## src/rtl/mmio_pkg.sv

```systemverilog
// ============================================================================
// Module   : mmio_pkg
// Purpose  : Register offsets, STATUS bit indices and decode window for the
//            MMIO responder. MMIO_IRQ_EN widens the window to cover IRQ_MASK.
// Revision : 1.0 - initial release
// ============================================================================
`default_nettype none

package mmio_pkg;

   localparam logic [15:0] OFF_PORT_OUT  = 16'h0000;
   localparam logic [15:0] OFF_PORT_IN   = 16'h0004;
   localparam logic [15:0] OFF_IN_EDGE   = 16'h0008;
   localparam logic [15:0] OFF_TIMER_CNT = 16'h000C;
   localparam logic [15:0] OFF_TIMER_CMP = 16'h0010;
   localparam logic [15:0] OFF_STATUS    = 16'h0014;
   localparam logic [15:0] OFF_IRQ_MASK  = 16'h0018;

   localparam int STATUS_MATCH = 0;
   localparam int STATUS_TEN   = 1;

`ifdef MMIO_IRQ_EN
   localparam logic [15:0] WINDOW_SIZE = 16'h001C;
`else
   localparam logic [15:0] WINDOW_SIZE = 16'h0018;
`endif

   // Word index inside the window; byte lane bits are dropped.
   function automatic logic [2:0] wordIdx(input logic [15:0] off);
      return off[4:2];
   endfunction

endpackage

`default_nettype wire

```

## src/rtl/mmio_sync_edge.sv

```systemverilog
// ============================================================================
// Module   : mmio_sync_edge
// Purpose  : Two-flop synchroniser per input bit plus a "previous" flop that
//            yields a one-cycle rising-edge pulse vector.
// Revision : 1.0 - initial release
// ============================================================================
`default_nettype none

module mmio_sync_edge #(
   parameter int WIDTH = 8
) (
   input  logic             clk,
   input  logic             reset,
   input  logic [WIDTH-1:0] pins,
   output logic [WIDTH-1:0] syncVal,
   output logic [WIDTH-1:0] risePulse
);

   logic [WIDTH-1:0] r_meta;
   logic [WIDTH-1:0] r_sync;
   logic [WIDTH-1:0] r_prev;

   always_ff @(posedge clk or posedge reset) begin
      if (reset) begin
         r_meta <= '0;
         r_sync <= '0;
         r_prev <= '0;
      end else begin
         r_meta <= pins;
         r_sync <= r_meta;
         r_prev <= r_sync;
      end
   end

   assign syncVal   = r_sync;
   assign risePulse = r_sync & ~r_prev;

endmodule

`default_nettype wire

```

## src/rtl/mmio_port_responder.sv

```systemverilog
// ============================================================================
// Module   : mmio_port_responder
// Purpose  : MEM-stage MMIO target: output port, synchronised input port with
//            sticky edge flags, compare timer. Optional IRQ: MMIO_IRQ_EN.
// Revision : 1.0 - initial release
// ============================================================================
`default_nettype none

module mmio_port_responder
   import mmio_pkg::*;
#(
   parameter logic [31:0] IO_BASE       = 32'hFFFF_0000,
   parameter int          PORT_IN_WIDTH = 8
) (
   input  logic                     clk,
   input  logic                     reset,
   input  logic                     MemRead,
   input  logic                     MemWrite,
   input  logic [31:0]              Address,
   input  logic [31:0]              WriteData,
   input  logic [PORT_IN_WIDTH-1:0] PortIn,
   output logic [31:0]              ReadData,
   output logic                     Hit,
   output logic [31:0]              PortOut,
   output logic                     irq
);

   logic [PORT_IN_WIDTH-1:0] w_syncVal;
   logic [PORT_IN_WIDTH-1:0] w_rise;

   logic [31:0]              r_portOut;
   logic [PORT_IN_WIDTH-1:0] r_inEdge;
   logic [31:0]              r_timerCnt;
   logic [31:0]              r_timerCmp;
   logic                     r_match;
   logic                     r_ten;

   logic       w_hit;
   logic       w_wrEn;
   logic [2:0] w_idx;
   logic       w_wrPortOut;
   logic       w_wrInEdge;
   logic       w_wrCnt;
   logic       w_wrCmp;
   logic       w_wrStatus;
   logic       w_matchEvt;
   logic [31:0] w_rdMux;

   wire w_unusedBits = &{1'b0, Address[1:0]};

   mmio_sync_edge #(
      .WIDTH (PORT_IN_WIDTH)
   ) u_syncEdge (
      .clk       (clk),
      .reset     (reset),
      .pins      (PortIn),
      .syncVal   (w_syncVal),
      .risePulse (w_rise)
   );

   assign w_hit  = (Address[31:16] == IO_BASE[31:16]) && (Address[15:0] < WINDOW_SIZE);
   assign w_wrEn = MemWrite && w_hit;
   assign w_idx  = Address[4:2];

   assign w_wrPortOut = w_wrEn && (w_idx == wordIdx(OFF_PORT_OUT));
   assign w_wrInEdge  = w_wrEn && (w_idx == wordIdx(OFF_IN_EDGE));
   assign w_wrCnt     = w_wrEn && (w_idx == wordIdx(OFF_TIMER_CNT));
   assign w_wrCmp     = w_wrEn && (w_idx == wordIdx(OFF_TIMER_CMP));
   assign w_wrStatus  = w_wrEn && (w_idx == wordIdx(OFF_STATUS));

   // A software load of TIMER_CNT suppresses both the reload and the MATCH set.
   assign w_matchEvt = r_ten && (r_timerCnt == r_timerCmp) && !w_wrCnt;

   always_ff @(posedge clk or posedge reset) begin
      if (reset) begin
         r_portOut  <= '0;
         r_inEdge   <= '0;
         r_timerCnt <= '0;
         r_timerCmp <= '0;
         r_match    <= 1'b0;
         r_ten      <= 1'b0;
      end else begin
         if (w_wrPortOut) r_portOut  <= WriteData;
         if (w_wrCmp)     r_timerCmp <= WriteData;
         if (w_wrStatus)  r_ten      <= WriteData[STATUS_TEN];

         // Set beats clear for both sticky flag groups.
         r_inEdge <= (r_inEdge & ~(w_wrInEdge ? WriteData[PORT_IN_WIDTH-1:0] : '0)) | w_rise;
         r_match  <= w_matchEvt | (r_match & ~(w_wrStatus & WriteData[STATUS_MATCH]));

         if (w_wrCnt) begin
            r_timerCnt <= WriteData;
         end else if (r_ten) begin
            r_timerCnt <= (r_timerCnt == r_timerCmp) ? 32'h0 : r_timerCnt + 32'h1;
         end
      end
   end

`ifdef MMIO_IRQ_EN
   // MATCH mask sits just above the IN_EDGE mask bits (bit 8 for an 8-bit port).
   logic [PORT_IN_WIDTH:0] r_irqMask;
   logic                   r_irq;
   logic                   w_wrIrqMask;

   assign w_wrIrqMask = w_wrEn && (w_idx == wordIdx(OFF_IRQ_MASK));

   always_ff @(posedge clk or posedge reset) begin
      if (reset) begin
         r_irqMask <= '0;
         r_irq     <= 1'b0;
      end else begin
         if (w_wrIrqMask) r_irqMask <= WriteData[PORT_IN_WIDTH:0];
         r_irq <= (|(r_inEdge & r_irqMask[PORT_IN_WIDTH-1:0]))
                | (r_match & r_irqMask[PORT_IN_WIDTH]);
      end
   end

   assign irq = r_irq;
`else
   assign irq = 1'b0;
`endif

   always_comb begin
      w_rdMux = 32'h0;
      case (w_idx)
         wordIdx(OFF_PORT_OUT):  w_rdMux = r_portOut;
         wordIdx(OFF_PORT_IN):   w_rdMux = 32'(w_syncVal);
         wordIdx(OFF_IN_EDGE):   w_rdMux = 32'(r_inEdge);
         wordIdx(OFF_TIMER_CNT): w_rdMux = r_timerCnt;
         wordIdx(OFF_TIMER_CMP): w_rdMux = r_timerCmp;
         wordIdx(OFF_STATUS): begin
            w_rdMux[STATUS_MATCH] = r_match;
            w_rdMux[STATUS_TEN]   = r_ten;
         end
`ifdef MMIO_IRQ_EN
         wordIdx(OFF_IRQ_MASK):  w_rdMux = 32'(r_irqMask);
`endif
         default:                w_rdMux = 32'h0;
      endcase
   end

   assign ReadData = (MemRead && w_hit) ? w_rdMux : 32'h0;
   assign Hit      = w_hit;
   assign PortOut  = r_portOut;

endmodule

`default_nettype wire
```

## config.mk

```make
export PLATFORM = sky130hd
export DESIGN_NAME = mmio_port_responder
export DESIGN_NICKNAME = d
export VERILOG_FILES = /design/src/rtl/mmio_pkg.sv /design/src/rtl/mmio_sync_edge.sv /design/src/rtl/mmio_port_responder.sv
export SDC_FILE = /design/constraint.sdc
export NUM_CORES = 1
export LEC_CHECK = 0
export ABC_CLOCK_PERIOD_IN_PS = 7300
export BUFFER_PORTS_ARGS = -buffer_cell sky130_fd_sc_hd__clkbuf_2
export CORE_MARGIN = 1.5
export CORE_UTILIZATION = 60
export CTS_CLUSTER_SIZE = 8
export DETAILED_ROUTE_END_ITERATION = 6
export PLACE_DENSITY = 0.94
export SKIP_CTS_REPAIR_TIMING = 1
export SYNTH_ARGS = -nofsm -noshare
export SYNTH_HDL_FRONTEND = slang
export SYNTH_SLANG_ARGS = --single-unit
```

## constraint.sdc

```tcl
create_clock -name clk -period 7.3 [get_ports clk]
set_clock_uncertainty 0.05 [all_clocks]
set_input_delay 0.73 -clock clk [delete_from_list [all_inputs] [get_ports clk]]
set_output_delay 0.73 -clock clk [all_outputs]
set_load 0.005 [all_outputs]
```

# == After elaboration in Yosys (flattened, before gate mapping) ==
# Cells that the tools add are included.
# totals
out_inout_bits,66
regBits,130
inputBits,76
elab_cells,47
# classes
muxes,7
reduce_logical,13
n_eq_ne,7
bitwise,9
add_sub_neg,1
n_lt_le_gt_ge,1
# ops
cell,n
$pmux W30 S5,1
$mux W32,4
$add A32 B1 Y32 const B,1
$eq A32 B32 Y1,1
$and A8 B8 Y8,2
$eq A16 B16 Y1 const B,1
$lt A16 B5 Y1 const B,1
$not A8 Y8,2
$pmux W2 S6,1
$logic_and A1 B1 Y1,10
$mux W8,1
$or A8 B8 Y8,1
$eq A3 B2 Y1 const B,2
$eq A3 B3 Y1 const B,2
$eq A3 B1 Y1 const B,1
$logic_not A3 Y1,1
$and A1 B1 Y1,2
$reduce_bool A2 Y1,1
$logic_not A1 Y1,1
$not A1 Y1,1
$or A1 B1 Y1,1

# == Depth between registers and ports, before layout ==
# Gate-level depths: netlist of run 1.
# depth
depth_word,8
depth_mapped,8
ltp_nobuf,7

# == Cells and area by module ==
# Synthesis of run 1 repeated with hierarchy kept, for this count alone.
# hier_totals
cells_unflattened,732
hier_area_um2,7188.1
# by_module_without_submodules
module,cells_each,area_each_um2,seq_area_each_um2,n_inst
mmio_port_responder,699,6473.7,2652.5,1
mmio_sync_edge,33,714.4,600.6,1

# == Least setup slack after synthesis of run 1 ==
# OpenSTA, ideal clock, no wires.
# synth_path
kind,input port to output port
from,in Address[3]
to,out ReadData[21]
arrival_time_ns,2.128
slack_ns,4.392
path_buffers,3
cell_stages,7
path_cell_list,clkbuf_1 nor2_1 and2_1 clkbuf_1 buf_1 a21oi_1 nor2_1
# synth_via
elab_chain_cells,4
word_cells_on_any_way,10
cone_classes,order compare (1); eq/ne (4); mux (2); reduce/logical (3)
# synth_lines
element,line,source
start: declaration,mmio_port_responder.sv:19,"input logic [31:0] Address,"
$lt A16 B5 Y1,mmio_port_responder.sv:61,assign w_hit = (Address[31:16] == IO_BASE[31:16]) && (Address[15:0] < WINDOW_SIZE);
$logic_and A1 B1 Y1,mmio_port_responder.sv:61,
$logic_and A1 B1 Y1,mmio_port_responder.sv:142,assign ReadData = (MemRead && w_hit) ? w_rdMux : 32'h0;
$mux W32 *,mmio_port_responder.sv:142,
end: declaration,mmio_port_responder.sv:22,"output logic [31:0] ReadData,"
# Mark *: on every way between the ends. The rest lies on a longest branch, timed or not.

# == Worst setup path after layout of run 1 ==
# layout_path
from,in Address[3]
to,out ReadData[3]
# The elaborated chain is that of the path after synthesis.

==> results.py, run 1 <==
metrics = {
    "outcome": {
        "status": "complete, but fails checks",
        "violated_checks": "design-rule violations",
    },
    "worst_setup_path": {
        "crit_path_kind": "in2out",
        "regToRegSetupSlack_ns": 4.36,
        "critical_path.startpoint_type": "primary input",
        "cp_data_required_time_ns": 6.52,
        "worst_ep_arrival_time_ns": 3.14,
        "rr_endpoint": "r_timerCnt[19]",
        "crit_path_max_fanout": 29,
        "worst_r2r_path_depth": 6,
        "crit-reg2reg-launch": "r_timerCnt[8]",
        "setup.worst_path.end_class": "output pin",
    },
    "global_route": {
        "global_route.overflow_total": 0,
        "grt_pass1_wl_mm": 31.7,
        "vias_in_the_first_global_route": 6230,
        "largest_net_degree_at_the_start_of_global_routing": 67,
        "antenna_found_initial": 0,
        "global_route.usage.total": 0.318,
    },
    "detailed_routing": {
        "finalWirelength_mm": 19.3,
        "drt_iter0_drc": 755,
        "routed_via_density": 6.43,
        "wl_per_cell_um": 19.5,
        "drcViolationCount": 8,
        "route.vias.total": 6359,
        "drt.antenna.violating_nets": 0,
        "first_pass_iters": 7,
    },
    "power": {
        "power_density_nw_per_um2": 196,
        "vdd_ir_drop_max_v": 0.000193,
        "cellLeakagePower_uw": 0.00382,
    },
    "floorplanning": {
        "rows": 39,
        "die_w_um": 112,
        "floorplan.die_area_um2": 12600,
        "core_um2": 11600,
        "pin_count": 142,
        "chipHeight_um": 112,
        "initial_utilization": 0.621,
    },
    "timing": {
        "drv_slew": 0,
        "setup-violations-final": 0,
        "totalNegativeSetupSlack_ns": 0,
        "timing.slew.headroom": 0.205,
        "period_minus_slack_ns": 3.92,
        "transition_time_of_the_tightest_slew_check_pin_ns": 1.19,
        "rsz0062_at_grt": "false",
        "timing.final.crit_share": 0.536,
        "finalHoldViolations": 0,
        "max_freq_mhz": 255,
    },
    "job": {
        "maxCapViolations": 0,
    },
    "synth": {
        "syn-num-nets": 806,
        "synth_enable_flop_cells": 0,
        "async_flop_share": 1.00,
        "synthesis.area_per_instance_um2": 9.85,
        "synth-seq-cells": 130,
        "netlist_instances": 729,
        "synth_flop_cell": "sky130_fd_sc_hd__dfrtp_1",
        "mappedNetlistArea_um2": 7180,
        "yosys.cell_types.count": 60,
        "yosys_warnings": 0,
        "synth-seq-area-share": 0.453,
    },
    "cts": {
        "clock-root-buffer": "sky130_fd_sc_hd__clkbuf_16",
        "ctsHtreeMaxLevel": 4,
        "tritoncts": "yes",
        "cts_clk_pin_slew_worst_paths_ns": 0.06,
        "cts_inserted_buffers": 17,
        "cts.sink_count": 130,
        "worstSkewPairLatency_ns": 0.43,
        "clockBufferDepth": 2,
    },
    "min_path": {
        "min_path_type": "reg2reg",
        "holdPathEnd": "u_syncEdge.syncVal[2]",
        "hold_depth": 0,
        "holdCritStartpoint": "u_syncEdge.r_meta[2]",
    },
    "cells_and_area": {
        "drive_above_1_share": 0.233,
        "antenna_diode_count": 0,
        "finalCoreUtilization": 0.722,
        "layout-area-overhead-vs-synth_pct": 16.3,
        "fin_nets": 910,
    },
    "placement": {
        "port_buffers": 138,
        "finalWeightedCongestion": 0.883,
        "detailedPlacementHpwl_mm": 12.8,
    },
}
## layer usage
metal  global-route usage  up-vias  wire length, um
met5                    0        -                0
met4                0.134        0              487
met3               0.0691       58             1650
met2                0.520      370             9470
met1                0.413     3077             7650
li1                     -     2854                -
## flip-flops by register name, indices dropped and copies added, names as in the netlist
register	flops
u_syncEdge.syncVal	8
r_match	1
r_timerCnt	32
r_ten	1
r_timerCmp	32
u_syncEdge.r_meta	8
PortOut	32
r_inEdge	8
u_syncEdge.r_prev	8
## layout make-up
type	instances	area (um2)
clock buffers	17	425
inverters	12	47.5
fillers	818	3220
multi-input cells	524	3530
repair buffers	148	766
flip-flops and latches	130	3250
well taps	143	179
clock inverters	15	149
## worst max-delay path: stages
cell,delay [ns]
sky130_fd_sc_hd__clkbuf_2,0.31
sky130_fd_sc_hd__nor2_1,0.21
sky130_fd_sc_hd__buf_4,0.32
sky130_fd_sc_hd__and2_1,0.98
sky130_fd_sc_hd__a21oi_1,0.17
sky130_fd_sc_hd__a21oi_1,0.21
sky130_fd_sc_hd__clkbuf_2,0.16
## how the worst max path moves through the flow
stage	start	end	slack (ns)
after floorplan	reset	PortOut[0]	3.05
after global placement	Address[3]	ReadData[3]	3.55
after detailed placement	Address[3]	ReadData[15]	3.49
after CTS	Address[3]	ReadData[4]	3.45
after global routing	Address[3]	ReadData[2]	3.23
final	Address[3]	ReadData[3]	3.38
## power by group
group,switching [uW],total (uW),internal (uW)
sequential,3.15,731,727
clock,352,829,477
combinational,49.9,74.6,24.7
total,405,1630,1230
## cell usage in the layout, fill, tap and decap left out, types with 4 or more instances in the layout
cell | Yosys | routed
sky130_fd_sc_hd__a211oi_1 | 5 | 5
sky130_fd_sc_hd__a21oi_1 | 63 | 63
sky130_fd_sc_hd__a22o_1 | 11 | 11
sky130_fd_sc_hd__a22oi_1 | 38 | 38
sky130_fd_sc_hd__a2bb2oi_1 | 4 | 4
sky130_fd_sc_hd__a31oi_1 | 6 | 6
sky130_fd_sc_hd__and2_1 | 8 | 8
sky130_fd_sc_hd__and3_1 | 9 | 9
sky130_fd_sc_hd__and4_1 | 5 | 5
sky130_fd_sc_hd__buf_4 | 9 | 10
sky130_fd_sc_hd__clkbuf_16 | 0 | 17
sky130_fd_sc_hd__clkbuf_2 | 0 | 138
sky130_fd_sc_hd__clkinv_4 | 0 | 4
sky130_fd_sc_hd__dfrtp_1 | 130 | 130
sky130_fd_sc_hd__inv_1 | 12 | 11
sky130_fd_sc_hd__inv_6 | 0 | 7
sky130_fd_sc_hd__mux2_1 | 64 | 64
sky130_fd_sc_hd__mux2i_1 | 12 | 12
sky130_fd_sc_hd__nand2_1 | 44 | 44
sky130_fd_sc_hd__nand3_1 | 21 | 21
sky130_fd_sc_hd__nand4_1 | 22 | 22
sky130_fd_sc_hd__nor2_1 | 82 | 82
sky130_fd_sc_hd__nor3_1 | 16 | 16
sky130_fd_sc_hd__nor3b_1 | 6 | 6
sky130_fd_sc_hd__nor4_1 | 4 | 4
sky130_fd_sc_hd__o21ai_0 | 12 | 12
sky130_fd_sc_hd__o21ai_1 | 14 | 14
sky130_fd_sc_hd__xnor2_1 | 32 | 32
## cells in the mapped netlist, drive strengths merged, types with 4 or more instances
library cell,n,area share
and4,5,0.0061
mux2i,12,0.017
clkbuf,31,0.016
xnor2,32,0.039
buf,32,0.033
and3,10,0.0094
nand3,22,0.016
mux2,64,0.10
a22o,11,0.013
a2bb2oi,4,0.0049
nor2,84,0.045
and2,8,0.0070
nor3b,7,0.0089
a21oi,63,0.044
a31oi,6,0.0052
nor4,8,0.012
a211oi,6,0.0070
inv,12,0.0063
nor3,17,0.013
nand2,45,0.024
dfrtp,130,0.45
o21ai,26,0.018
a22oi,38,0.040
nand4,24,0.025
## cell families after synthesis
logic type,share of synthesized area
and+or+nand+nor,0.179
DFF,0.453
AOI/OAI and AO/OA,0.154
other,0.000522
xor gates and xnor gates,0.0390
muxes,0.117
buffers and inverters,0.0556
adders and majority gates,0.00174
## per-stage QoR
stage               hold slack (ns)  setup slack (ns)  area, um2  instances  power [uW]
floorplan                     0.281              3.05       7180        729         780
global placement              0.282              3.55       7770        957         815
detailed placement            0.285              3.49       7770        957         817
CTS                           0.298              3.45       8350        989        1640
global route                  0.303              3.23       8350        989        1680
finish                        0.297              3.38       8350        989        1630
No activity file was read; power rests on OpenSTA's default activity.
==> run 2: changes to the inputs <==
--- a/config.mk
+++ b/config.mk
@@ -5,13 +5,13 @@
 export SDC_FILE = /design/constraint.sdc
 export NUM_CORES = 1
 export LEC_CHECK = 0
-export ABC_CLOCK_PERIOD_IN_PS = 7300
+export ABC_CLOCK_PERIOD_IN_PS = 3900
 export BUFFER_PORTS_ARGS = -buffer_cell sky130_fd_sc_hd__clkbuf_2
 export CORE_MARGIN = 1.5
-export CORE_UTILIZATION = 60
+export CORE_UTILIZATION = 56
 export CTS_CLUSTER_SIZE = 8
 export DETAILED_ROUTE_END_ITERATION = 6
-export PLACE_DENSITY = 0.94
+export PLACE_DENSITY = 0.89
 export SKIP_CTS_REPAIR_TIMING = 1
 export SYNTH_ARGS = -nofsm -noshare
 export SYNTH_HDL_FRONTEND = slang
==> constraint.sdc (replaced) <==
create_clock -name clk -period 3.9 [get_ports clk]
set_clock_uncertainty 0.05 [all_clocks]
set_input_delay 0.39 -clock clk [delete_from_list [all_inputs] [get_ports clk]]
set_output_delay 0.39 -clock clk [all_outputs]
set_load 0.005 [all_outputs]
==> run 2 against run 1 <==
Register-to-register slack worse by 3.4 ns. Non-clock buffer count rose by 5. Die area rose by 6.9%. First-iteration DRC count rose by 3.8%. Worst setup slack worse by 2.5 ns. Global-route usage fell by 1.8 points. Via count increased by 1.2%. Highest routed layer unchanged. Clock power increased by 70%. Final cell count increased by 3.3%. Sequential power rose by 87%. Power is 79% higher. The run still ends with design-rule violations left.
==> results.py, run 2 (synthesis results as in run 1) <==
metrics = {
    "outcome": {
        "status": "complete, but fails checks",
        "violated_checks": "design-rule violations",
    },
    "timing": {
        "period_minus_slack_ns": 2.98,
        "setup_ws_ns": 0.915,
        "rsz0062_at_grt": "false",
        "transition_time_of_the_tightest_slew_check_pin_ns": 0.942,
        "setup-violations-final": 0,
        "max_freq_mhz": 335,
        "timing.hold.ws_ns": 0.0181,
        "timing.final.crit_share": 0.765,
        "totalNegativeSetupSlack_ns": 0,
        "finalHoldViolations": 0,
        "timing.slew.headroom": 0.372,
        "drv_slew": 0,
    },
    "cts": {
        "clockBufferDepth": 2,
        "clock-root-buffer": "sky130_fd_sc_hd__clkbuf_16",
        "ctsHtreeMaxLevel": 4,
        "cts.sink_count": 130,
        "tritoncts": "yes",
        "cts_inserted_buffers": 17,
        "worstSkewPairLatency_ns": 0.43,
        "cts_clk_pin_slew_worst_paths_ns": 0.06,
    },
    "placement": {
        "post-place-cells": 990,
        "detailedPlacementHpwl_mm": 12.8,
        "finalWeightedCongestion": 0.923,
        "port_buffers": 138,
        "pre_cts_slack_ns": 1.04,
    },
    "detailed_routing": {
        "first_pass_iters": 7,
        "drcViolationCount": 3,
        "routed_via_density": 6.29,
        "drt.antenna.violating_nets": 0,
        "finalWirelength_mm": 19.4,
        "wl_per_cell_um": 19.0,
        "route.vias.total": 6433,
        "drt_iter0_drc": 784,
    },
    "worst_setup_path": {
        "crit_path_max_fanout": 24,
        "worst_r2r_path_depth": 6,
        "rr_endpoint": "r_timerCnt[19]",
        "setup.worst_path.end_class": "register",
        "crit-reg2reg-launch": "r_timerCnt[23]",
        "regToRegSetupSlack_ns": 0.92,
        "cp_data_required_time_ns": 4.13,
        "critical_path.startpoint_type": "register",
        "crit_path_kind": "reg2reg",
        "worst_ep_arrival_time_ns": 3.22,
    },
    "floorplanning": {
        "rows": 41,
        "initial_utilization": 0.571,
        "die_w_um": 116,
        "core_um2": 12600,
        "chipHeight_um": 116,
        "pin_count": 142,
        "floorplan.die_area_um2": 13500,
    },
    "global_route": {
        "antenna_found_initial": 0,
        "grt_pass1_wl_mm": 30.9,
        "global_route.usage.total": 0.300,
        "largest_net_degree_at_the_start_of_global_routing": 92,
        "vias_in_the_first_global_route": 6246,
        "global_route.overflow_total": 0,
    },
    "power": {
        "p_total_uw": 2920,
        "vdd_ir_drop_max_v": 0.000237,
        "power_density_nw_per_um2": 348,
        "cellLeakagePower_uw": 0.00383,
    },
    "min_path": {
        "holdPathEnd": "u_syncEdge.r_meta[3]",
        "holdCritStartpoint": "PortIn[3]",
        "min_path_type": "in2reg",
        "hold_depth": 1,
    },
    "cells_and_area": {
        "antenna_diode_count": 0,
        "final.fill_count": 973,
        "sequential_area_um2": 3250,
        "final_cells": 1022,
        "drive_above_1_share": 0.235,
        "mostFrequentLayoutCells": "138 x sky130_fd_sc_hd__clkbuf_2, 130 x sky130_fd_sc_hd__dfrtp_1, 82 x sky130_fd_sc_hd__nor2_1",
        "multi_input_area_um2": 3530,
        "final_common_cell": "sky130_fd_sc_hd__clkbuf_2",
        "fin_nets": 915,
        "layout-area-overhead-vs-synth_pct": 16.8,
    },
    "job": {
        "maxCapViolations": 0,
    },
}
==> run 2: changes by cell type in the layout (fill, tap and decap cells not counted) <==
cell and change:
sky130_fd_sc_hd__a21oi_2 +1, sky130_fd_sc_hd__clkinv_4 -4, sky130_fd_sc_hd__buf_4 +3, sky130_fd_sc_hd__bufinv_16 -1, sky130_fd_sc_hd__clkinvlp_4 +2, sky130_fd_sc_hd__clkinv_2 +7, sky130_fd_sc_hd__inv_4 -1, sky130_fd_sc_hd__buf_12 +1
sky130_fd_sc_hd__a21oi_1 -1, sky130_fd_sc_hd__clkbuf_1 +1, sky130_fd_sc_hd__clkbuf_8 +2, sky130_fd_sc_hd__inv_6 -7, sky130_fd_sc_hd__dlygate4sd3_1 +1
==> run 2: worst max-delay path, cell delays in order (launching register included) <==
cell,delay [ns]
sky130_fd_sc_hd__dfrtp_1,0.50
sky130_fd_sc_hd__xnor2_1,0.37
sky130_fd_sc_hd__nand4_1,0.22
sky130_fd_sc_hd__nor4_2,0.48
sky130_fd_sc_hd__nand2_1,0.68
sky130_fd_sc_hd__a32oi_1,0.43
sky130_fd_sc_hd__o21ai_1,0.11
==> run 2: worst max-delay path by stage <==
| stage | start | cells past startpoint | endpoint | slack, ns |
|---|---|---|---|---|
| after floorplan | Address[3] | 7 | ReadData[21] | 1.67 |
| after global placement | Address[15] | 8 | ReadData[25] | 1.10 |
| after detailed placement | Address[12] | 8 | ReadData[30] | 1.04 |
| after CTS | r_timerCnt[8] | 6 | r_timerCnt[17] | 1.04 |
| after global routing | Address[15] | 8 | ReadData[30] | 0.84 |
| final | r_timerCnt[23] | 6 | r_timerCnt[19] | 0.92 |
==> run 2: routing by layer <==
layer  GRT usage  wire length, um
met1       0.387             7770
met4       0.160              691
met3      0.0623             1730
met5           0                0
met2       0.480             9240
==> run 2: layout make-up <==
class,count,area share
repair buffers,153,0.0975
multi-input cells,524,0.421
clock buffers,20,0.0544
clock inverters,11,0.00775
inverters,12,0.00582
flip-flops and latches,130,0.388
well taps,172,0.0256
==> run 2: stage by stage <==
stage | util | instance area, um2
after floorplan | - | 7190
after detailed placement | 0.625 | 7860
final | 0.668 | 8390
after global routing | 0.668 | 8390
after global placement | 0.625 | 7860
after CTS | 0.667 | 8380
==> run 2: power breakdown <==
group / internal (uW) / switching (uW) / leakage, uW
clock network: 830 / 581 / 0.000253
logic: 50.6 / 94.4 / 0.00196
registers: 1360 / 5.86 / 0.00162
==> run 3: changes to the inputs <==
--- a/config.mk
+++ b/config.mk
@@ -5,7 +5,7 @@
 export SDC_FILE = /design/constraint.sdc
 export NUM_CORES = 1
 export LEC_CHECK = 0
-export ABC_CLOCK_PERIOD_IN_PS = 3900
+export ABC_CLOCK_PERIOD_IN_PS = 2780
 export BUFFER_PORTS_ARGS = -buffer_cell sky130_fd_sc_hd__clkbuf_2
 export CORE_MARGIN = 1.5
 export CORE_UTILIZATION = 56
==> constraint.sdc (replaced) <==
create_clock -name clk -period 2.78 [get_ports clk]
set_clock_uncertainty 0.05 [all_clocks]
set_input_delay 0.278 -clock clk [delete_from_list [all_inputs] [get_ports clk]]
set_output_delay 0.278 -clock clk [all_outputs]
set_load 0.005 [all_outputs]
==> run 3 against run 2 <==
The flow finishes with violations (negative hold slack). Largest power group unchanged. Power grew 64%. Via count grew 2.9%. Critical path type unchanged. Worst setup slack lost 0.83 ns. Critical path depth is the same. Routed wire length grew 6.3%. Flip-flop and latch count is the same. Critical endpoint is now r_timerCnt[4]. Clock-buffer cell count shrank 1. First-iteration DRC count grew 12%. Worst hold slack lost 0.044 ns. Global-route usage grew 1.8 points.
==> results.py, run 3 (synthesis results as in run 1) <==
metrics = {
    "power": {
        "vdd_ir_drop_max_v": 0.000372,
        "switchingPower_uw": 1020,
        "clockPowerShare": 0.554,
        "p_sw_frac": 0.211,
        "combinationalPowerShare": 0.047,
        "p_seq_frac": 0.399,
        "cellLeakagePower_uw": 0.00406,
        "power_density_nw_per_um2": 544,
        "internal_power_uw": 3790,
    },
    "cells_and_area": {
        "final.fill_count": 845,
        "drive_above_1_share": 0.252,
        "fin_nets": 944,
        "final_common_cell": "sky130_fd_sc_hd__clkbuf_2",
        "mostFrequentLayoutCells": "138 x sky130_fd_sc_hd__clkbuf_2, 130 x sky130_fd_sc_hd__dfrtp_1, 82 x sky130_fd_sc_hd__nor2_1",
        "antenna_diode_count": 0,
        "layout-area-overhead-vs-synth_pct": 23.0,
    },
    "floorplanning": {
        "pin_count": 142,
        "rows": 41,
        "chipHeight_um": 116,
        "floorplan.die_area_um2": 13500,
        "core_um2": 12600,
        "initial_utilization": 0.571,
        "die_w_um": 116,
    },
    "timing": {
        "setup-violations-final": 0,
        "period_minus_slack_ns": 2.69,
        "rsz0062_at_grt": "false",
        "timing.hold.ws_ns": -0.0255,
        "timing.slew.headroom": 0.392,
        "max_freq_mhz": 372,
        "transition_time_of_the_tightest_slew_check_pin_ns": 0.910,
        "timing.final.crit_share": 0.968,
        "drv_slew": 0,
        "totalNegativeSetupSlack_ns": 0,
        "finalHoldViolations": 38,
    },
    "cts": {
        "tritoncts": "yes",
        "ctsHtreeMaxLevel": 4,
        "clock-root-buffer": "sky130_fd_sc_hd__clkbuf_16",
        "clockBufferDepth": 2,
        "cts_inserted_buffers": 17,
        "worstSkewPairLatency_ns": 0.43,
        "cts.sink_count": 130,
        "cts_clk_pin_slew_worst_paths_ns": 0.07,
    },
    "global_route": {
        "global_route.overflow_total": 0,
        "largest_net_degree_at_the_start_of_global_routing": 54,
        "vias_in_the_first_global_route": 6380,
        "antenna_found_initial": 0,
        "grt_pass1_wl_mm": 32.7,
        "global_route.usage.total": 0.318,
    },
    "worst_setup_path": {
        "critical_path.slowest_cell": "sky130_fd_sc_hd__and2_1",
        "worst_ep_arrival_time_ns": 2.95,
        "crit_path_max_fanout": 10,
        "cp_slowest_stage_delay_ns": 0.53,
        "critPathLaunch": "r_timerCnt[7]",
        "crit_path_kind": "reg2reg",
        "critical_path.startpoint_type": "register",
        "crit-reg2reg-launch": "r_timerCnt[7]",
        "cp_data_required_time_ns": 3.04,
        "setup.worst_path.end_class": "register",
        "path_cells": "xnor2_1 > nand4_1 > nor4_2 > and2_1 > o21ai_0 > a31o_1",
        "cp_num_buf_inv": 0,
        "cp_top_family": "simple AND/OR/NAND/NOR gates",
    },
    "detailed_routing": {
        "finalWirelength_mm": 20.6,
        "routed_via_density": 6.29,
        "route.vias.total": 6618,
        "wl_per_cell_um": 19.6,
        "drt_iter0_drc": 878,
        "drt.antenna.violating_nets": 0,
        "first_pass_iters": 6,
        "drcViolationCount": 0,
    },
    "placement": {
        "port_buffers": 138,
        "finalWeightedCongestion": 0.973,
        "detailedPlacementHpwl_mm": 13.5,
    },
    "job": {
        "maxCapViolations": 0,
    },
    "min_path": {
        "min_path_type": "in2async",
    },
    "outcome": {
        "violated_checks": "negative hold slack",
        "status": "complete, but fails checks",
    },
}
[run 3: cell types whose count changed in the layout (fill, tap and decap cells not counted), sizes merged]
| cell | previous run | this run |
|---|---|---|
| buf | 14 | 36 |
| bufinv | 0 | 7 |
| clkbuf | 158 | 157 |
| clkinv | 7 | 5 |
| clkinvlp | 5 | 1 |
| dlygate4sd3 | 1 | 8 |
| inv | 11 | 12 |
[run 3: through the flow]
| step | setup WS, ns | instance area (um2) | power (uW) | util | cells |
|---|---|---|---|---|---|
| final | 0.0885 | 8840 | 4810 | 0.703 | 1052 |
| after global routing | 0.0112 | 8840 | 4930 | 0.703 | 1052 |
| after CTS | 0.228 | 8760 | 4800 | 0.697 | 1044 |
| after detailed placement | 0.351 | 8060 | 2160 | 0.641 | 1012 |
| after global placement | 0.431 | 8060 | 2160 | 0.641 | 1012 |
| after floorplan | 0.723 | 7190 | 2050 | - | 729 |
[run 3: area by class of cell]
| cell class | count | area [um2] | share of cell area |
|---|---|---|---|
| inverters | 12 | 48.8 | 0.00552 |
| well taps | 172 | 215 | 0.0244 |
| multi-input cells | 524 | 3530 | 0.399 |
| clock buffers | 19 | 443 | 0.0501 |
| repair buffers | 182 | 1090 | 0.123 |
| flip-flops and latches | 130 | 3250 | 0.368 |
| clock inverters | 13 | 255 | 0.0289 |
[run 3: per-layer routing]
| metal | global-route usage | up-vias | wire [um] | share of wire |
|---|---|---|---|---|
| met5 | 0 | - | 0 | 0 |
| met4 | 0.148 | 0 | 677 | 0.033 |
| met3 | 0.0747 | 77 | 2010 | 0.097 |
| met2 | 0.519 | 460 | 10000 | 0.48 |
| met1 | 0.404 | 3166 | 7940 | 0.38 |
| li1 | - | 2915 | - | - |
[run 3: power groups by stage]
stage	registers [uW]	clock network, uW	logic [uW]
5_1_grt	1920	2760	249
4_1_cts	1920	2660	215
6_report	1920	2660	226
3_3_place_gp	1950	0	206
2_1_floorplan	1950	0	97.5
3_5_place_dp	1950	0	212
[run 3: path summary, 6_finish.rpt]
kind,to,slack (ns),cells after the start
max,r_timerCnt[4],0.09,6
min,r_timerCnt[12],-0.03,2
max reg2reg,r_timerCnt[4],0.09,6
min reg2reg,u_syncEdge.syncVal[6],0.30,0
max in group asynchronous,r_timerCmp[31],1.95,3
min in group clk,PortOut[27],0.05,2
